===== config.mk =====
export PLATFORM = sky130hd
export DESIGN_NAME = mem_stage_access
export DESIGN_NICKNAME = d
export VERILOG_FILES = /design/src/rtl/mem_stage_access.sv
export SDC_FILE = /design/constraint.sdc
export NUM_CORES = 1
export LEC_CHECK = 0
export CAP_MARGIN = 10
export CORE_UTILIZATION = 43
export DETAILED_ROUTE_END_ITERATION = 8
export PLACE_DENSITY = 0.78
export SETUP_SLACK_MARGIN = 0.5
export SYNTH_ARGS = -nofsm -noshare
export SYNTH_HDL_FRONTEND = slang
export SYNTH_SLANG_ARGS = --single-unit

===== constraint.sdc =====
create_clock -name clk -period 2.9 [get_ports clk]
set_clock_uncertainty 0.1 [all_clocks]
set_input_delay 0.435 -clock clk [delete_from_list [all_inputs] [get_ports clk]]
set_output_delay 0.435 -clock clk [all_outputs]
set_load 0.1 [all_outputs]

===== src/rtl/mem_stage_access.sv =====
// MEM pipeline stage: variable-latency data-memory access over req/ack,
// upstream stall generation, one-cycle branch redirect and MEM/WB register.
module mem_stage_access #(
  parameter int unsigned TIMEOUT = 255
) (
  input  logic        clk,
  input  logic        clrn,
  input  logic        mem_wreg,
  input  logic        mem_m2reg,
  input  logic        mem_wmem,
  input  logic [31:0] mem_alu,
  input  logic [31:0] mem_b,
  input  logic [4:0]  mem_rn,
  input  logic        mem_branch,
  input  logic [31:0] mem_bpc,
  output logic        dm_req,
  output logic        dm_we,
  output logic [31:0] dm_addr,
  output logic [31:0] dm_wdata,
  input  logic [31:0] dm_rdata,
  input  logic        dm_ack,
  output logic        mem_stall,
  output logic        pc_redirect,
  output logic [31:0] redirect_pc,
  output logic        wb_wreg,
  output logic [4:0]  wb_rn,
  output logic [31:0] wb_data,
  output logic        dm_timeout
);

  typedef enum logic [1:0] {
    IDLE = 2'd0,
    BUSY = 2'd1,
    DONE = 2'd2
  } state_t;

  localparam logic [7:0] CNT_LAST = 8'(TIMEOUT - 1);

  state_t      state;
  logic [7:0]  cnt;
  logic        pend_wreg;
  logic        pend_m2reg;
  logic [4:0]  pend_rn;
  logic        access;

  // Decode access and derive stall / request from the current state
  always_comb begin
    access    = mem_m2reg | mem_wmem;
    mem_stall = ((state == IDLE) && access) || (state == BUSY);
    dm_req    = (state == BUSY);
  end

  // Access sequencer with registered memory-side and writeback outputs
  always_ff @(posedge clk or negedge clrn) begin
    if (!clrn) begin
      state       <= IDLE;
      cnt         <= '0;
      pend_wreg   <= 1'b0;
      pend_m2reg  <= 1'b0;
      pend_rn     <= '0;
      dm_we       <= 1'b0;
      dm_addr     <= '0;
      dm_wdata    <= '0;
      pc_redirect <= 1'b0;
      redirect_pc <= '0;
      wb_wreg     <= 1'b0;
      wb_rn       <= '0;
      wb_data     <= '0;
      dm_timeout  <= 1'b0;
    end else begin
      case (state)
        IDLE: begin
          if (access) begin
            dm_addr     <= mem_alu;
            dm_wdata    <= mem_b;
            dm_we       <= mem_wmem;
            pend_wreg   <= mem_wreg;
            pend_m2reg  <= mem_m2reg;
            pend_rn     <= mem_rn;
            cnt         <= '0;
            wb_wreg     <= 1'b0;
            pc_redirect <= 1'b0;
            state       <= BUSY;
          end else begin
            wb_wreg     <= mem_wreg;
            wb_rn       <= mem_rn;
            wb_data     <= mem_alu;
            pc_redirect <= mem_branch;
            if (mem_branch) begin
              redirect_pc <= mem_bpc;
            end
          end
        end
        BUSY: begin
          pc_redirect <= 1'b0;
          if (dm_ack) begin
            wb_wreg <= pend_wreg;
            wb_rn   <= pend_rn;
            wb_data <= pend_m2reg ? dm_rdata : dm_addr;
            state   <= DONE;
          end else if (cnt == CNT_LAST) begin
            // forced completion behaves like an ack carrying zero read data
            wb_wreg    <= pend_wreg;
            wb_rn      <= pend_rn;
            wb_data    <= pend_m2reg ? '0 : dm_addr;
            dm_timeout <= 1'b1;
            state      <= DONE;
          end else begin
            cnt     <= cnt + 8'd1;
            wb_wreg <= 1'b0;
          end
        end
        DONE: begin
          wb_wreg     <= 1'b0;
          pc_redirect <= 1'b0;
          state       <= IDLE;
        end
        default: begin
          state <= IDLE;
        end
      endcase
    end
  end

endmodule


Word-level counts from Yosys, hierarchy flattened

Cells that the tools add are included.

Register bits: 154
Word-level logic and storage cells: 63
Input port bits: 140

Reductions and logical operators: 13
Multiplexer cells: 24
Equality and inequality tests: 8
$add $sub $neg: 1
Bitwise operators: 3

Operators with widths:

| cell                                                                    | number |
|---|---|
| 32-bit 2-to-1 mux                                                       | 5 |
| 32-bit case mux with 2 select lines                                     | 1 |
| 8-bit 2-to-1 mux                                                        | 3 |
| 8-bit case mux with 2 select lines                                      | 1 |
| 5-bit 2-to-1 mux                                                        | 3 |
| 5-bit case mux with 2 select lines                                      | 1 |
| 3-bit AND reduction                                                     | 3 |
| 8-bit by 1-bit adder with 8-bit output, second input constant           | 1 |
| 8-bit == test, second input constant                                    | 1 |
| 2-bit inequality test, second input constant                            | 4 |
| 2-bit 2-to-1 mux                                                        | 3 |
| 1-bit 2-to-1 mux                                                        | 4 |
| 2-bit case mux with 2 select lines                                      | 1 |
| 2-bit AND reduction                                                     | 2 |
| 4-bit AND reduction                                                     | 1 |
| 2-bit nonzero test                                                      | 2 |
| 3-bit by 1-bit inequality test with 1-bit output, second input constant | 1 |
| 1-bit case mux with 3 select lines                                      | 1 |
| 3-bit nonzero test                                                      | 1 |
| 2-bit by 1-bit == test with 1-bit output, second input constant         | 1 |
| 2-bit == test, second input constant                                    | 1 |
| 2-bit logical NOT                                                       | 1 |
| 1-bit inverter                                                          | 2 |
| 1-bit case mux with 2 select lines                                      | 1 |
| other kinds (4)                                                         | 4 |

Longest topological paths before layout

Depth after elaboration: 4
Depth in mapped cells: 8
Gate-level depth less buffers: 6

Least setup slack after synthesis

No wires, ideal clock.

Path type: reg2out
Start point: register state[1]
End point: output port mem_stall
Slack: -0.575 ns
Data arrival time: 2.940 ns
Stages on the path, launching flop included: 7
Cell sequence: dfrtp_1 -> inv_1 -> ha_1 -> buf_2 -> buf_2 -> buf_1 -> nand2b_1

RTL lines:

| element                                  | RTL line | RTL |
|---|---|---|
| start: declaration                       | 39       | `state_t state;` |
| start signal: assignment                 | 56       | `state <= IDLE;` |
| start signal: assignment                 | 83       | `state <= BUSY;` |
| start signal: assignment                 | 100      | `state <= DONE;` |
| 2-bit by 1-bit == test with 1-bit output | -        |  |
| named net dm_req                         | 16       | `output logic dm_req,` |
| 1-bit logical OR                         | 49       | `mem_stall = ((state == IDLE) && access) \|\| (state == BUSY);` |
| end: declaration                         | 22       | `output logic mem_stall,` |

The timed path passes the listed nets, and every way through them passes these cells.

Worst setup path in the final report

Start point: register state[1]
End point: output port mem_stall

Word-level cells in the longest chain between the ends: 3

Ends and longest elaborated chain:

| element              | RTL line |
|---|---|
| 2-bit logical NOT    | 49 |
| 1-bit logical AND    | 49 |
| 1-bit logical OR (*) | 49 |

Mark *: on every way between the ends. The rest lies on a longest branch, timed or not.

==> impl_metrics.toml <==
[timing]
setup_tns_ns = 0
final_max_slew_viol_count = 0
period_minus_slack_ns = 2.39
rsz0062_at_grt = "yes"
fmax_mhz = 419
slew_headroom_pct = 55.6
finalHoldViolations = 0
period_share_pct = 82.3
setup_viol = 0
tightest_slew_ns = 0.666

[placed_design]
place.port_buffers = 278
place_congestion = 0.811
dpl.hpwl_microns = 13600

[run]
drv_cap = 0

[hold_path]
hp-start = "dm_timeout"
hp-class = "reg2reg"
hold_path_depth = 1

[detailed_routing]
vias_per_cell = 5.13
firstDrtPassIters = 5
wl_per_cell_microns = 18.3
drc = 0
drtIter0Drc = 268
vias = 5398
wirelength_microns = 19200
postRouteAntennaNets = 0

[setup_path]
r2r-start = "state[1]"
regToRegSetupSlack_ns = 0.53
crit_path_end_kind = "output pin"
endpoint = "mem_stall"
path_max_fanout = 48
startpoint = "state[1]"
r2r-end = "cnt[4]"
r2r_cells = 7
cp-start-kind = "flop"
crit_required_ns = 2.37
critPathKind = "reg2out"
arrival_ns = 1.85

[yosys]
synth-warning-count = 0
synth_commonest_cells = "154 x dfrtp_1, 133 x mux2_2, 80 x a21oi_1, 38 x nor2_1, 35 x nor2b_1"
synth_cell_types = 38
syn-cell-area_sq_um = 6820
synthTopCellsByArea = "dfrtp_1 57%, mux2_2 22%, a21oi_1 5.9%, nor2b_1 3.2%, nor2_1 2.1%"
syn_nets = 695
synth-seq-cells = 154
async_flop_share_pct = 100
synth_edf_count = 0
yosys.area.top_type_share_pct = 56.5
yosysSeqAreaShare_pct = 56.5
syn_area_per_cell_sq_um = 12.4
synthCells = 550
ys.flop_type = "dfrtp_1"
synth.most_common_cell = "dfrtp_1"
synth_top_area_cell = "dfrtp_1"

[global_routing]
grt_max_degree = 62
grt.total_usage_pct = 24.5
grt_pass1_wl_microns = 30300
grt_pass1_vias = 5771
gr-total-overflow = 0
antenna_found_initial = 0

[floorplanning]
die-area_sq_um = 16400
row_count = 45
io_pins = 279
die_h_microns = 128
core_sq_um = 15300
fp.dieW_microns = 128
initial_core_util_pct = 44.5

[status]
outcome = "finished, final reports clean"

[layout]
final_core_util_pct = 66.9
fin_nets = 973
drive_above_1_share_pct = 38.5
area_growth_pct = 50.3
fillers = 1152
antenna_cells = 0
seq_area_sq_um = 3850
multiInputGateArea_sq_um = 2810

[cts]
clk_latency_ns = 0.41
cts_root_buffer = "clkbuf_16"
clock-sinks = 154
cts.clk_slew.worst_paths_ns = 0.06
cts_tree = "built"
htree_levels = 4
cts-buffers-inserted = 17
ctsLongestPathBuffers = 2
stage by stage:
| stage | cells | hold WS (ns) | worst slack [ns] | cell area (sq um) |
|---|---|---|---|---|
| finish | 1052 | 0.376 | 0.513 | 10200 |
| floorplan | 550 | 0.0394 | 0.561 | 6840 |
| global route | 1052 | 0.393 | 0.394 | 10200 |
| global placement | 1016 | 0.341 | 0.380 | 9510 |
| CTS | 1050 | 0.379 | 0.510 | 10200 |
| detailed placement | 1016 | 0.343 | 0.395 | 9510 |
layout by cell type, fill, tap and decap left out, drive strengths merged:
cell,synthesis,final
nand4,2,2
o21ai,10,10
nor3b,1,1
dlygate4sd3,0,1
ha,5,5
nor4bb,1,1
nand2,13,13
mux2i,8,8
and4,2,2
clkdlybuf4s50,0,138
a31oi,2,2
nand2b,3,3
nor2b,35,35
and2,3,3
bufbuf,0,1
bufinv,0,5
o311ai,1,1
clkinvlp,0,1
or4,1,1
o31ai,3,3
dfrtp,154,154
or3,1,1
inv,4,4
nor2,38,38
a31o,1,1
mux2,134,134
and3,1,1
or2,1,1
a21oi,80,80
nand3,3,3
nor3,3,3
a211oi,3,3
o21a,2,2
buf,18,152
a21o,1,1
clkbuf,16,27
logic make-up after synthesis:
| logic type | after synthesis | synth area share [%] |
|---|---|---|
| flip-flops | 154 | 56.5 |
| AO/OA/AOI/OAI | 103 | 8.16 |
| AND/OR/NAND/NOR | 108 | 8.17 |
| multiplexers | 142 | 23.3 |
| buffers and inverters | 38 | 2.94 |
| adder cells (fa/ha/maj) | 5 | 0.917 |
flip-flops by register name (all words and copies together) (netlist names), 2 cells and up:
name	cells
dm_wdata	32
cnt	8
wb_rn	5
redirect_pc	32
pend_rn	5
wb_data	32
state	2
dm_addr	32
what timing repair did:
action                                  CTS  global route
endpoints found under the setup margin   39            64
resized for setup                         3             4
gates cloned                              1             0
endpoints found under the hold margin    58             0
hold buffers                              1             0
pin swaps                                 0             1
buffers inserted                          0             2
metal layers:
layer	GRT usage [%]	wire length (microns)
met3	7.26	1310
met4	8.72	359
met1	28.6	7710
met2	42.6	9840
met5	0	0
cell type report:
| cell class | count | share of cell area [%] |
|---|---|---|
| inverter | 4 | 0.146 |
| multi-input combinational | 358 | 27.4 |
| clock buffer | 26 | 4.87 |
| tap | 211 | 2.58 |
| sequential | 154 | 37.6 |
| timing repair buffer | 293 | 25.9 |
| clock inverter | 6 | 1.54 |
how the worst min path moves through the flow:
stage | end | slack [ns]
after floorplan | cnt[0] | 0.04
after global placement | dm_addr[1] | 0.34
after detailed placement | dm_wdata[26] | 0.34
after CTS | dm_timeout | 0.38
after global routing | dm_timeout | 0.39
final | dm_timeout | 0.38
worst max-delay path, stage by stage (launching register included):
cell and delay (ns):
dfrtp_1 0.38, inv_1 0.15, ha_4 0.21, clkbuf_8 0.32, nand2b_4 0.20, buf_12 0.17
Power is left out: the tool's default activity adds up to more than one toggle a clock period on the data nets, which glitch-free logic cannot reach.
